### src/rtl/bin_to_bcd_pkg.sv
// rtl/bin_to_bcd_pkg.sv - shared types, constants and helpers for the binary-to-BCD converter
package bin_to_bcd_pkg;

    typedef enum logic {
        IDLE  = 1'b0,
        SHIFT = 1'b1
    } state_t;

    localparam logic [3:0] BCD_OVF_NIBBLE = 4'hF;

    // Largest value representable in the given number of BCD digits (digits <= 8 fits 32 bits).
    function automatic logic [31:0] pow10_minus1(input int digits);
        logic [31:0] p;
        p = 32'd1;
        for (int i = 0; i < digits; i++) begin
            p = p * 32'd10;
        end
        return p - 32'd1;
    endfunction

endpackage

### src/rtl/bcd_digit_adjust.sv
// rtl/bcd_digit_adjust.sv - combinational add-3 correction for one BCD digit
module bcd_digit_adjust (
    input  logic [3:0] digit_in,
    output logic [3:0] digit_out
);

    assign digit_out = (digit_in >= 4'd5) ? (digit_in + 4'd3) : digit_in;

endmodule

### src/rtl/bin_to_bcd_seq.sv
// rtl/bin_to_bcd_seq.sv - sequential double-dabble binary-to-BCD converter, one bit per clock
// Optional leading-zero mask output enabled by BCD_LEADING_ZERO_BLANK_EN.
module bin_to_bcd_seq
    import bin_to_bcd_pkg::*;
#(
    parameter int W      = 20,
    parameter int DIGITS = 6
) (
    input  logic                  clk,
    input  logic                  reset_n,
    input  logic                  in_valid,
    output logic                  in_ready,
    input  logic [W-1:0]          value,
    output logic [4*DIGITS-1:0]   bcd,
    output logic                  done,
    output logic                  overflow
`ifdef BCD_LEADING_ZERO_BLANK_EN
    ,
    output logic [DIGITS-1:0]     blank
`endif
);

    localparam int BW    = 4 * DIGITS;
    localparam int CW    = (W > BW) ? W : BW;
    localparam int CNT_W = $clog2(W + 1);
    localparam logic [CW-1:0] LIMIT = CW'(pow10_minus1(DIGITS));

    state_t             state;
    state_t             state_next;
    logic [W-1:0]       bin_q;
    logic [BW-1:0]      work_q;
    logic [BW-1:0]      work_adj;
    logic [BW-1:0]      work_next;
    logic [CNT_W-1:0]   cnt_q;
    logic               ovf_pending;
    logic               accept;
    logic               last;

    generate
        for (genvar g = 0; g < DIGITS; g++) begin : g_adj
            bcd_digit_adjust u_adj (
                .digit_in  (work_q[4*g +: 4]),
                .digit_out (work_adj[4*g +: 4])
            );
        end
    endgenerate

    // Bits leaving the top of the work register are dropped; overflow covers that case.
    assign work_next = {work_adj[BW-2:0], bin_q[W-1]};

    always_ff @(posedge clk or negedge reset_n) begin
        if (!reset_n) begin
            state <= IDLE;
        end else begin
            state <= state_next;
        end
    end

    always_comb begin
        state_next = state;
        in_ready   = 1'b0;
        accept     = 1'b0;
        last       = 1'b0;
        case (state)
            IDLE: begin
                in_ready = 1'b1;
                if (in_valid) begin
                    accept     = 1'b1;
                    state_next = SHIFT;
                end
            end
            SHIFT: begin
                if (cnt_q == CNT_W'(1)) begin
                    last       = 1'b1;
                    state_next = IDLE;
                end
            end
            default: state_next = IDLE;
        endcase
    end

    always_ff @(posedge clk or negedge reset_n) begin
        if (!reset_n) begin
            bin_q       <= '0;
            work_q      <= '0;
            cnt_q       <= '0;
            ovf_pending <= 1'b0;
        end else if (accept) begin
            bin_q       <= value;
            work_q      <= '0;
            cnt_q       <= CNT_W'(W);
            ovf_pending <= (CW'(value) > LIMIT);
        end else if (state == SHIFT) begin
            bin_q       <= bin_q << 1;
            work_q      <= work_next;
            cnt_q       <= cnt_q - CNT_W'(1);
        end
    end

    always_ff @(posedge clk or negedge reset_n) begin
        if (!reset_n) begin
            bcd      <= '0;
            done     <= 1'b0;
            overflow <= 1'b0;
        end else begin
            done <= last;
            if (last) begin
                bcd      <= ovf_pending ? {DIGITS{BCD_OVF_NIBBLE}} : work_next;
                overflow <= ovf_pending;
            end
        end
    end

`ifdef BCD_LEADING_ZERO_BLANK_EN
    logic [DIGITS-1:0] blank_next;
    logic              all_zero;

    // Scan from the most significant digit down; digit 0 always stays lit.
    always_comb begin
        blank_next = '0;
        all_zero   = 1'b1;
        for (int i = DIGITS - 1; i >= 1; i--) begin
            all_zero      = all_zero & (work_next[4*i +: 4] == 4'd0);
            blank_next[i] = all_zero;
        end
        if (ovf_pending) begin
            blank_next = '0;
        end
    end

    always_ff @(posedge clk or negedge reset_n) begin
        if (!reset_n) begin
            blank <= '0;
        end else if (last) begin
            blank <= blank_next;
        end
    end
`endif

endmodule

### config.mk
export PLATFORM = sky130hd
export DESIGN_NAME = bin_to_bcd_seq
export DESIGN_NICKNAME = d
export VERILOG_FILES = /design/src/rtl/bin_to_bcd_pkg.sv /design/src/rtl/bcd_digit_adjust.sv /design/src/rtl/bin_to_bcd_seq.sv
export SDC_FILE = /design/constraint.sdc
export NUM_CORES = 1
export LEC_CHECK = 0
export BUFFER_PORTS_ARGS = -buffer_cell sky130_fd_sc_hd__buf_2
export CAP_MARGIN = 20
export CORE_ASPECT_RATIO = 1.4
export CORE_MARGIN = 2
export CORE_UTILIZATION = 56
export CTS_BUF_LIST = sky130_fd_sc_hd__clkbuf_4 sky130_fd_sc_hd__clkbuf_8
export CTS_CLUSTER_DIAMETER = 60
export DETAILED_ROUTE_END_ITERATION = 8
export PLACE_DENSITY = 0.82
export SETUP_SLACK_MARGIN = 0.02
export SLEW_MARGIN = 20
export SYNTH_ARGS = -nofsm -noshare
export SYNTH_HDL_FRONTEND = slang
export SYNTH_SLANG_ARGS = --single-unit
### constraint.sdc
create_clock -name clk -period 3.43 [get_ports clk]
set_input_delay 0.5145 -clock clk [delete_from_list [all_inputs] [get_ports clk]]
set_output_delay 0.5145 -clock clk [all_outputs]
set_load 0.02 [all_outputs]
==> results.txt, run 1 <==
Logic gate share of total power -> 41.8%
Slew Viols, Final -> 0
Final setup viols -> 0
Die area -> 0.00731 mm²
# hold bufs at CTS -> 0
Residual DRC -> 0
Fraction of layout cells with a size suffix above 1 -> 18.8%
Warnings, synthesis -> 0
RSZ-0062 raised after global routing -> no
Final wirelength -> 7550 µm
Sequential fraction of the synthesis area -> 51.9%
Drt pass-1 iters -> 4
Initial antenna violation count -> 0
Worst rel slew slack -> 36.6%
Worst hold slack -> 0.318 ns
Fmax -> 0.458 GHz
Slowest stage cell, crit path -> dfrtp_2
Post-synth top area cell -> dfrtp_1
PnR worst setup slack -> 1.25 ns
Drt wl/cell -> 15.5 µm
Final hold violations -> 0
Prevailing post-synth register cell -> dfrtp_1
Initial DRC Count -> 233
Slowest cell delay on critical path -> 0.75 ns
Number of port buffers -> 49
Core ar. -> 0.00653 mm²
Row count -> 35
ANT cells -> 0
Initial Util -> 57.0%
Clock share of power -> 18.9%
Worst slew pin tran -> 0.951 ns
Skew final -> 0.0121 ns
TritonCTS Buffers -> 9
Maximum vdd drop -> 0.000462 V
HPWL Detailed -> 5200 µm
CTS tree -> done
Synth cell types -> 33
Core Util, Final -> 64.4%
Sw frac -> 39.3%
Startpoint Class -> flop
Reg2Reg Setup Slack -> 1.45 ns
Tot Pwr -> 4.17 mW
Critical-path cell list -> inv_2 -> buf_2
Clk Latency, worst-skew pair -> 0.35 ns
# IOs -> 50
Routability cong. -> 0.815
Vias/cell -> 5.77
Post-CTS Setup Repair Bufs -> 0
Syn Nets -> 404
Cell Pwr Density -> 992 mW/mm²
Fillcell total -> 519
Post-synth ARST share -> 100%
CTS max path bufs -> 2
LEAKAGE -> 2.00 nW
Synthesized area per cell -> 10.1 µm²
Clk pin slew, worst setup/hold paths -> 0.08 ns
Setup_tns -> 0 ns
Root Buffer -> clkbuf_8
Post-Syn Instances -> 367
Sw power -> 1.64 mW
Hold/Removal Path Class -> in -> async
Total grt overflow -> 0
Vias in the first global route -> 2734
Gr usage total -> 22.8%
CTS resizes -> 0
First-pass GRT wire length -> 12900 µm
Most common cell after layout, fill and taps aside -> dfrtp_1
Antenna Nets Post-Route -> 0
Post-synth top area share -> 51.9%
Setup WS pre-CTS -> 1.46 ns
Post-synth EDFFs -> 0
Max-Cap Viols -> 0
Vias after detailed routing -> 2815
CP Data Required Time -> 2.92 ns
Flops & latches, synth -> 77
Mapped cell area -> 0.00372 mm²
Area growth from synthesis to layout -> 13.0%
CTS H-tree lvls -> 3
# nets final -> 446
Sequential cell area -> 0.00193 mm²
Crit path arrival time -> 1.67 ns
CP Capture Type -> output pin
Kind of critical path -> reg -> out
Multi-input gate area -> 0.00162 mm²
Status -> finished, final reports clean
# clock sinks -> 77
Tmin final -> 2.18 ns
Worst-path fanout max -> 39
Most frequent cells in the layout -> dfrtp_1, buf_2, o21ai_0
Die W -> 72.8 µm
Largest cells by area after synthesis -> dfrtp_1, mux2i_1, o21ai_0
Pint -> 2.53 mW
Pin count of the biggest net entering global routing -> 78
Flop pwr share -> 39.2%
Crit share post-route -> 63.7%
Chip height -> 100 µm
==> per-layer routing <==
metal / track usage (%) / vias up / routed length, µm
met3: 6.12 / 15 / 403
li1: - / 1362 / -
met4: 11.3 / 0 / 213
met5: 0 / - / 0
met1: 30.0 / 1357 / 3260
met2: 34.8 / 81 / 3680
==> cell usage after synthesis (all sizes together), types with 5 or more instances <==
cell type and n:
a21o 12, a21oi 30, a31oi 7, a32o 6, buf 14, clkbuf 6
dfrtp 77, ha 14, inv 16, mux2 6, mux2i 20, nand2 36
nand2b 7, nand3b 6, nor2 30, nor3 9, nor3b 5, o21ai 39
o22a 6, or3 6, xnor2 7
==> power by group through the flow <==
| stage | combinational, mW | sequential [mW] | clock, mW |
|---|---|---|---|
| 6_report | 1.74 | 1.63 | 0.789 |
| 5_1_grt | 1.98 | 1.69 | 0.845 |
| 4_1_cts | 1.75 | 1.63 | 0.801 |
| 3_5_place_dp | 1.75 | 1.65 | 0 |
| 3_3_place_gp | 1.67 | 1.63 | 0 |
| 2_1_floorplan | 1.15 | 1.74 | 0 |
==> flip-flops by register name (all words and copies together), names as in the netlist <==
name	count
bcd	24
work_q	24
bin_q	20
cnt_q	5
done	1
overflow	1
ovf_pending	1
state	1
==> through the flow <==
stage	cell area, µm²	std cells
after global placement	3970	472
after CTS	4200	488
final	4200	488
after global routing	4200	488
after floorplan	3720	367
after detailed placement	3970	472
==> logic make-up (layout without fill, tap and decap cells) <==
family / after synthesis / after routing / share of synthesized area (%)
multiplexers: 26 / 26 / 7.21
AND/OR/NAND/NOR: 102 / 102 / 13.1
buffers and inverters: 37 / 84 / 4.61
AO/OA/AOI/OAI: 103 / 103 / 16.6
flip-flops: 77 / 77 / 51.9
XOR/XNOR: 8 / 8 / 1.89
adder cells (fa/ha/maj): 14 / 14 / 4.71
==> worst max-delay path: cells and delay by family, from the launching register on <==
kind | cells | cell delay [ns]
flops | 1 | 0.75
buf+inv | 2 | 0.56
==> layout make-up <==
type	instances	area share, %
timing repair buffer	51	6.26
clock buffer	13	3.96
inverter	17	1.55
tap	74	2.20
sequential	77	45.9
clock inverter	3	1.61
multi-input combinational	253	38.5
==> worst paths after layout <==
kind | startpoint | to | cells past startpoint
worst max-delay path | state$_DFF_PN0_ | in_ready | 2
worst max register to register | state$_DFF_PN0_ | bcd[5]$_DFFE_PN0P_ | 4
worst min-delay path | reset_n | work_q[10]$_DFFE_PN0P_ | 1
max in group asynchronous | reset_n | state$_DFF_PN0_ | 1
min in group clk | value[0] | bin_q[0]$_DFFE_PN0P_ | 3
worst min register to register | overflow$_DFFE_PN0P_ | overflow$_DFFE_PN0P_ | 2
Note: power is estimated with default switching activity, not from simulation.
==> run 2, diff against run 1 <==
--- a/config.mk
+++ b/config.mk
@@ -9,7 +9,7 @@
 export CAP_MARGIN = 20
 export CORE_ASPECT_RATIO = 1.4
 export CORE_MARGIN = 2
-export CORE_UTILIZATION = 56
+export CORE_UTILIZATION = 54
 export CTS_BUF_LIST = sky130_fd_sc_hd__clkbuf_4 sky130_fd_sc_hd__clkbuf_8
 export CTS_CLUSTER_DIAMETER = 60
 export DETAILED_ROUTE_END_ITERATION = 8
==> constraint.sdc (replaced) <==
create_clock -name clk -period 1.9 [get_ports clk]
set_input_delay 0.285 -clock clk [delete_from_list [all_inputs] [get_ports clk]]
set_output_delay 0.285 -clock clk [all_outputs]
set_load 0.02 [all_outputs]
==> run 2 against run 1 <==
Compared with the run above:
- non-clock buffer count grew 8
- clock-buffer cell count shrank 3
- critical path depth grew 4
- combinational power grew 82%
- setup slack lost 1.1 ns
- first-iteration DRC count shrank 9.9%
- clock power grew 55%
- final cell count grew 5.1%
- die area grew 3.5%
- worst hold slack lost 0.12 ns
- flip-flop and latch count is the same
- register-to-register slack lost 1.3 ns
- critical path type is now reg -> reg
- critical endpoint is now work_q[18]$_DFFE_PN0P_
- largest cell class unchanged
==> results.txt, run 2 (same netlist as run 1, synthesis figures left out) <==
Tmin final -> 1.73 ns
Core ar. -> 0.00661 mm²
Chip height -> 102 µm
First-pass GRT wire length -> 13200 µm
Slowest cell delay on critical path -> 0.43 ns
Final hold violations -> 0
CTS H-tree lvls -> 3
Startpoint Class -> flop
Crit path arrival time -> 1.98 ns
Logic gate share of total power -> 43.4%
Fmax -> 0.579 GHz
Initial antenna violation count -> 0
Sw frac -> 40.1%
RSZ-0062 raised after global routing -> no
Vias/cell -> 5.51
Worst slew pin tran -> 0.568 ns
Die W -> 74.1 µm
Status -> finished, final reports clean
Initial Util -> 56.2%
Most common cell after layout, fill and taps aside -> dfrtp_1
Worst hold slack -> 0.201 ns
CP Capture Type -> flop
Clk Latency, worst-skew pair -> 0.35 ns
Pin count of the biggest net entering global routing -> 42
Clk pin slew, worst setup/hold paths -> 0.08 ns
PnR worst setup slack -> 0.172 ns
Drt pass-1 iters -> 4
Cell Pwr Density -> 1710 mW/mm²
Setup crit start -> work_q[16]$_DFFE_PN0P_
CTS tree -> done
Worst-path fanout max -> 4
TritonCTS Buffers -> 9
Antenna Nets Post-Route -> 0
Row count -> 35
Post-route non-filler standard cell count -> 513
Met1 Use GR -> 28.2%
Drt wl/cell -> 14.8 µm
Setup_tns -> 0 ns
CP Data Required Time -> 2.16 ns
Most used routing layer -> met2
Final setup viols -> 0
Routability cong. -> 0.823
Initial DRC Count -> 210
Fraction of layout cells with a size suffix above 1 -> 20.0%
Fillcell total -> 529
Max-Cap Viols -> 0
Min-delay src -> value[0]
Flop pwr share -> 39.9%
Setup WS pre-CTS -> 0.231 ns
Sw power -> 2.93 mW
Slowest stage cell, crit path -> dfrtp_1
ANT cells -> 0
Crit share post-route -> 91.0%
Biggest regs -> bcd (24), work_q (24), bin_q (20)
CTS resizes -> 0
# IOs -> 50
Bufs and invs on worst path -> 1
GR Util met2 -> 38.9%
Gr usage total -> 22.8%
Maximum vdd drop -> 0.000746 V
Grt met3 use -> 2.96%
R2r startpoint -> work_q[16]$_DFFE_PN0P_
CTS max path bufs -> 2
Area growth from synthesis to layout -> 14.9%
Most frequent cells in the layout -> dfrtp_1, buf_2, o21ai_0
Hold/Removal Path Class -> in -> reg
Residual DRC -> 0
Slew Viols, Final -> 0
Final wirelength -> 7610 µm
Root Buffer -> clkbuf_8
# nets final -> 454
Total grt overflow -> 0
Clock share of power -> 16.7%
Placed Instances -> 497
Pint -> 4.37 mW
Vias in the first global route -> 2898
Worst rel slew slack -> 62.1%
Skew final -> 0.0103 ns
Family with the most delay on the worst path -> flip-flops
Number of port buffers -> 49
Die area -> 0.00757 mm²
Critical-path cell list -> inv_1 -> ha_1 -> nand2b_1 -> a21oi_1 -> mux2_2 -> o21ai_0
Kind of critical path -> reg -> reg
HPWL Detailed -> 5350 µm
# clock sinks -> 77
LEAKAGE -> 2.02 nW
Vias after detailed routing -> 2827
## run 2: cell types whose count changed in the layout (fill, tap and decap cells not counted), sizes merged
| cell | change |
|---|---|
| inv | +1 |
| dlygate4sd3 | +1 |
| clkinvlp | +2 |
| bufinv | -1 |
| buf | +7 |
| clkbuf | -3 |
## run 2: what timing repair did
action / 4_1_cts / 5_1_grt
hold buffers: 1 / 0
setup buffers: 0 / 0
hold endpoints to repair: 38 / 0
setup endpoints to repair: 0 / 0
## run 2: path summary, 6_finish.rpt
check	to	slack (ns)	cells after the start
max	work_q[18]$_DFFE_PN0P_	0.17	6
min	bin_q[0]$_DFFE_PN0P_	0.20	3
max reg2reg	work_q[18]$_DFFE_PN0P_	0.17	6
min reg2reg	bin_q[1]$_DFFE_PN0P_	0.49	2
max in group asynchronous	work_q[18]$_DFFE_PN0P_	0.89	3
min in group asynchronous	work_q[15]$_DFFE_PN0P_	0.45	2
## run 2: through the flow
stage	power, mW	area, µm²	util [%]
floorplan	5.21	3720	-
global placement	5.93	4070	61.5
detailed placement	6.12	4070	61.5
CTS	7.36	4270	64.6
global route	7.92	4270	64.6
finish	7.30	4270	64.6
## run 2: area by class of cell
cell class,count,area [µm²],share of cell area (%)
well taps,92,115,2.70
inverters,17,65.1,1.52
flip-flops and latches,77,1930,45.2
multi-input cells,253,1620,37.9
clock buffers,10,131,3.08
repair buffers,59,350,8.21
clock inverters,5,61.3,1.44
## run 2: power by group through the flow
stage | Sequential (mW) | Clock, mW | Combinational [mW]
after detailed placement | 2.94 | 0 | 3.18
after global routing | 3.01 | 1.32 | 3.59
after global placement | 2.90 | 0 | 3.03
after CTS | 2.91 | 1.24 | 3.21
after floorplan | 3.13 | 0 | 2.07
final | 2.91 | 1.22 | 3.17
## run 2: worst reg2reg max path, delay by kind of cell (launching register included)
kind                     cells  cell delay, ns
flip-flops                   1            0.43
multiplexers                 1            0.38
adder cells (fa/ha/maj)      1            0.22
AO/OA/AOI/OAI                2            0.42
buffers and inverters        1            0.10
AND/OR/NAND/NOR              1            0.09
## run 2: metal layers
layer	vias up	part of all wire [%]
met5	-	0
met4	0	2.1
met3	14	4.1
met2	86	52
li1	1381	-
met1	1346	42
==> run 3, diff against run 2 <==
==> constraint.sdc (replaced) <==
create_clock -name clk -period 1.5 [get_ports clk]
set_input_delay 0.225 -clock clk [delete_from_list [all_inputs] [get_ports clk]]
set_output_delay 0.225 -clock clk [all_outputs]
set_load 0.02 [all_outputs]
==> run 3 against run 2 <==
Compared with the run above:
- the run now ends with setup timing left
- fmax increased by 13%
- clock-buffer cell count grew 1
- setup slack worse by 0.20 ns
- wire length increased by 24%
- register-to-register slack worse by 0.20 ns
- sequential power rose by 31%
- final cell count rose by 6.6%
- worst hold slack worse by 0.071 ns
- via count is 11% higher
- non-clock buffer count grew 33
- largest cell class is now multi-input gates
==> results.txt, run 3 (same netlist as run 1, synthesis figures left out) <==
Residual DRC -> 0
Cell Pwr Density -> 2360 mW/mm²
FF-to-FF path depth -> 6
Post-route non-filler standard cell count -> 547
Worst reg2reg path endpoint -> work_q[20]$_DFFE_PN0P_
Clock share of power -> 14.8%
Chip height -> 102 µm
Maximum vdd drop -> 0.000957 V
Tot Pwr -> 11.5 mW
HPWL Detailed -> 5950 µm
Vias after detailed routing -> 3146
Slew Viols, Final -> 0
Initial antenna violation count -> 0
Final hold violations -> 0
Setup crit start -> work_q[16]$_DFFE_PN0P_
Area growth from synthesis to layout -> 31.3%
Most frequent cells in the layout -> dfrtp_1, buf_2, buf_4
First-pass GRT wire length -> 14400 µm
Fraction of layout cells with a size suffix above 1 -> 38.0%
Crit path arrival time -> 1.76 ns
Core ar. -> 0.00661 mm²
Total grt overflow -> 0
Sw power -> 4.63 mW
Skew final -> 0.0121 ns
Uppermost layer routed -> met4
Initial DRC Count -> 264
Row count -> 35
CP Data Required Time -> 1.73 ns
Vias in the first global route -> 3038
CTS max path bufs -> 2
Sw frac -> 40.2%
CP Capture Type -> flop
Core Util, Final -> 73.8%
Tmin final -> 1.53 ns
# nets final -> 487
Number of port buffers -> 49
Hold/Removal Path Class -> in -> reg
Wire length on met3 -> 518 µm
CTS tree -> done
R2r startpoint -> work_q[16]$_DFFE_PN0P_
LEAKAGE -> 2.28 nW
Drt pass-1 iters -> 4
Worst-path fanout max -> 3
Drt wl/cell -> 17.3 µm
Reg2Reg Setup Slack -> -0.03 ns
Worst slew pin tran -> 0.427 ns
Kind of critical path -> reg -> reg
Die W -> 74.1 µm
Placed Instances -> 521
Fmax -> 0.655 GHz
Crit share post-route -> 102%
Initial Util -> 56.2%
Biggest regs -> bcd (24), work_q (24), bin_q (20)
Logic gate share of total power -> 52.1%
Routability cong. -> 0.818
DR WL met2 -> 4920 µm
Fin area -> 0.00488 mm²
Clk Latency, worst-skew pair -> 0.36 ns
Worst rel slew slack -> 71.2%
PnR worst setup slack -> -0.0270 ns
Pin count of the biggest net entering global routing -> 32
Startpoint Class -> flop
Min-delay src -> value[0]
Failing checks -> setup timing
Most common cell after layout, fill and taps aside -> dfrtp_1
Critical path endpoint -> work_q[20]$_DFFE_PN0P_
Gr usage total -> 25.3%
ANT cells -> 0
Final wirelength -> 9450 µm
# clock sinks -> 77
Status -> finished, violations left
Vias/cell -> 5.75
TritonCTS Buffers -> 9
Antenna Nets Post-Route -> 0
Flop pwr share -> 33.1%
Final setup viols -> 1
Pint -> 6.90 mW
M1 wire length -> 3650 µm
CTS H-tree lvls -> 3
Root Buffer -> clkbuf_8
Setup WS pre-CTS -> -0.0534 ns
Die area -> 0.00757 mm²
RSZ-0062 raised after global routing -> yes
Fillcell total -> 467
Placed inst area -> 0.00427 mm²
Clk pin slew, worst setup/hold paths -> 0.08 ns
# IOs -> 50
Max-Cap Viols -> 0
==> run 3: cell count changes in the layout (fill, tap and decap cells not counted), sizes merged <==
cell,before,now
clkinv,1,4
clkinvlp,3,0
clkbuf,10,11
buf,58,91
inv,17,16
bufinv,1,2
==> run 3: per-layer routing <==
| metal | global-route usage [%] | up-vias |
|---|---|---|
| met3 | 6.11 | 34 |
| li1 | - | 1457 |
| met5 | 0 | - |
| met1 | 30.8 | 1534 |
| met2 | 41.9 | 121 |
| met4 | 11.9 | 0 |
==> run 3: how the worst min path moves through the flow <==
stage / cells after the start / slack (ns) / endpoint
finish: 3 / 0.13 / bin_q[0]$_DFFE_PN0P_
global route: 3 / 0.15 / bin_q[0]$_DFFE_PN0P_
CTS: 3 / 0.13 / bin_q[0]$_DFFE_PN0P_
detailed placement: 1 / 0.18 / work_q[11]$_DFFE_PN0P_
global placement: 1 / 0.18 / work_q[18]$_DFFE_PN0P_
floorplan: 0 / -0.07 / bcd[0]$_DFFE_PN0P_
==> run 3: layout make-up <==
type | instances | area [µm²] | area share, %
inverters | 17 | 65.1 | 1.33
multi-input cells | 253 | 1950 | 40.0
repair buffers | 92 | 606 | 12.4
clock inverters | 5 | 75.1 | 1.54
flip-flops and latches | 77 | 1930 | 39.6
well taps | 92 | 115 | 2.36
clock buffers | 11 | 139 | 2.85
==> run 3: power by group through the flow <==
stage / logic [mW] / registers, mW / clock network [mW]
2_1_floorplan: 2.67 / 3.99 / 0
3_3_place_gp: 4.35 / 3.65 / 0
3_5_place_dp: 4.59 / 3.71 / 0
4_1_cts: 5.01 / 3.69 / 1.73
5_1_grt: 6.55 / 3.92 / 1.83
6_report: 6.01 / 3.82 / 1.71
==> run 3: what timing repair did <==
item                                    in CTS  in global routing
pin swaps                                    6                 15
buffers inserted                             5                  5
resized for setup                           24                 58
endpoints found under the hold margin       25                  0
hold buffers                                 1                  0
endpoints found under the setup margin      20                 39
==> run 3: metrics by stage <==
step                      setup TNS (ns)  hold WS [ns]
after floorplan                        0       -0.0706
after global placement                 0         0.178
after detailed placement          -0.193         0.179
after CTS                              0         0.127
after global routing              -0.301         0.148
final                            -0.0270         0.130
==> run 3: worst max-delay path: stages (launching register included) <==
cell and delay (ns):
dfrtp_2 0.44, buf_4 0.14, buf_4 0.14, o21ai_1 0.25
nor3b_1 0.12, a21oi_2 0.19, o21ai_0 0.12
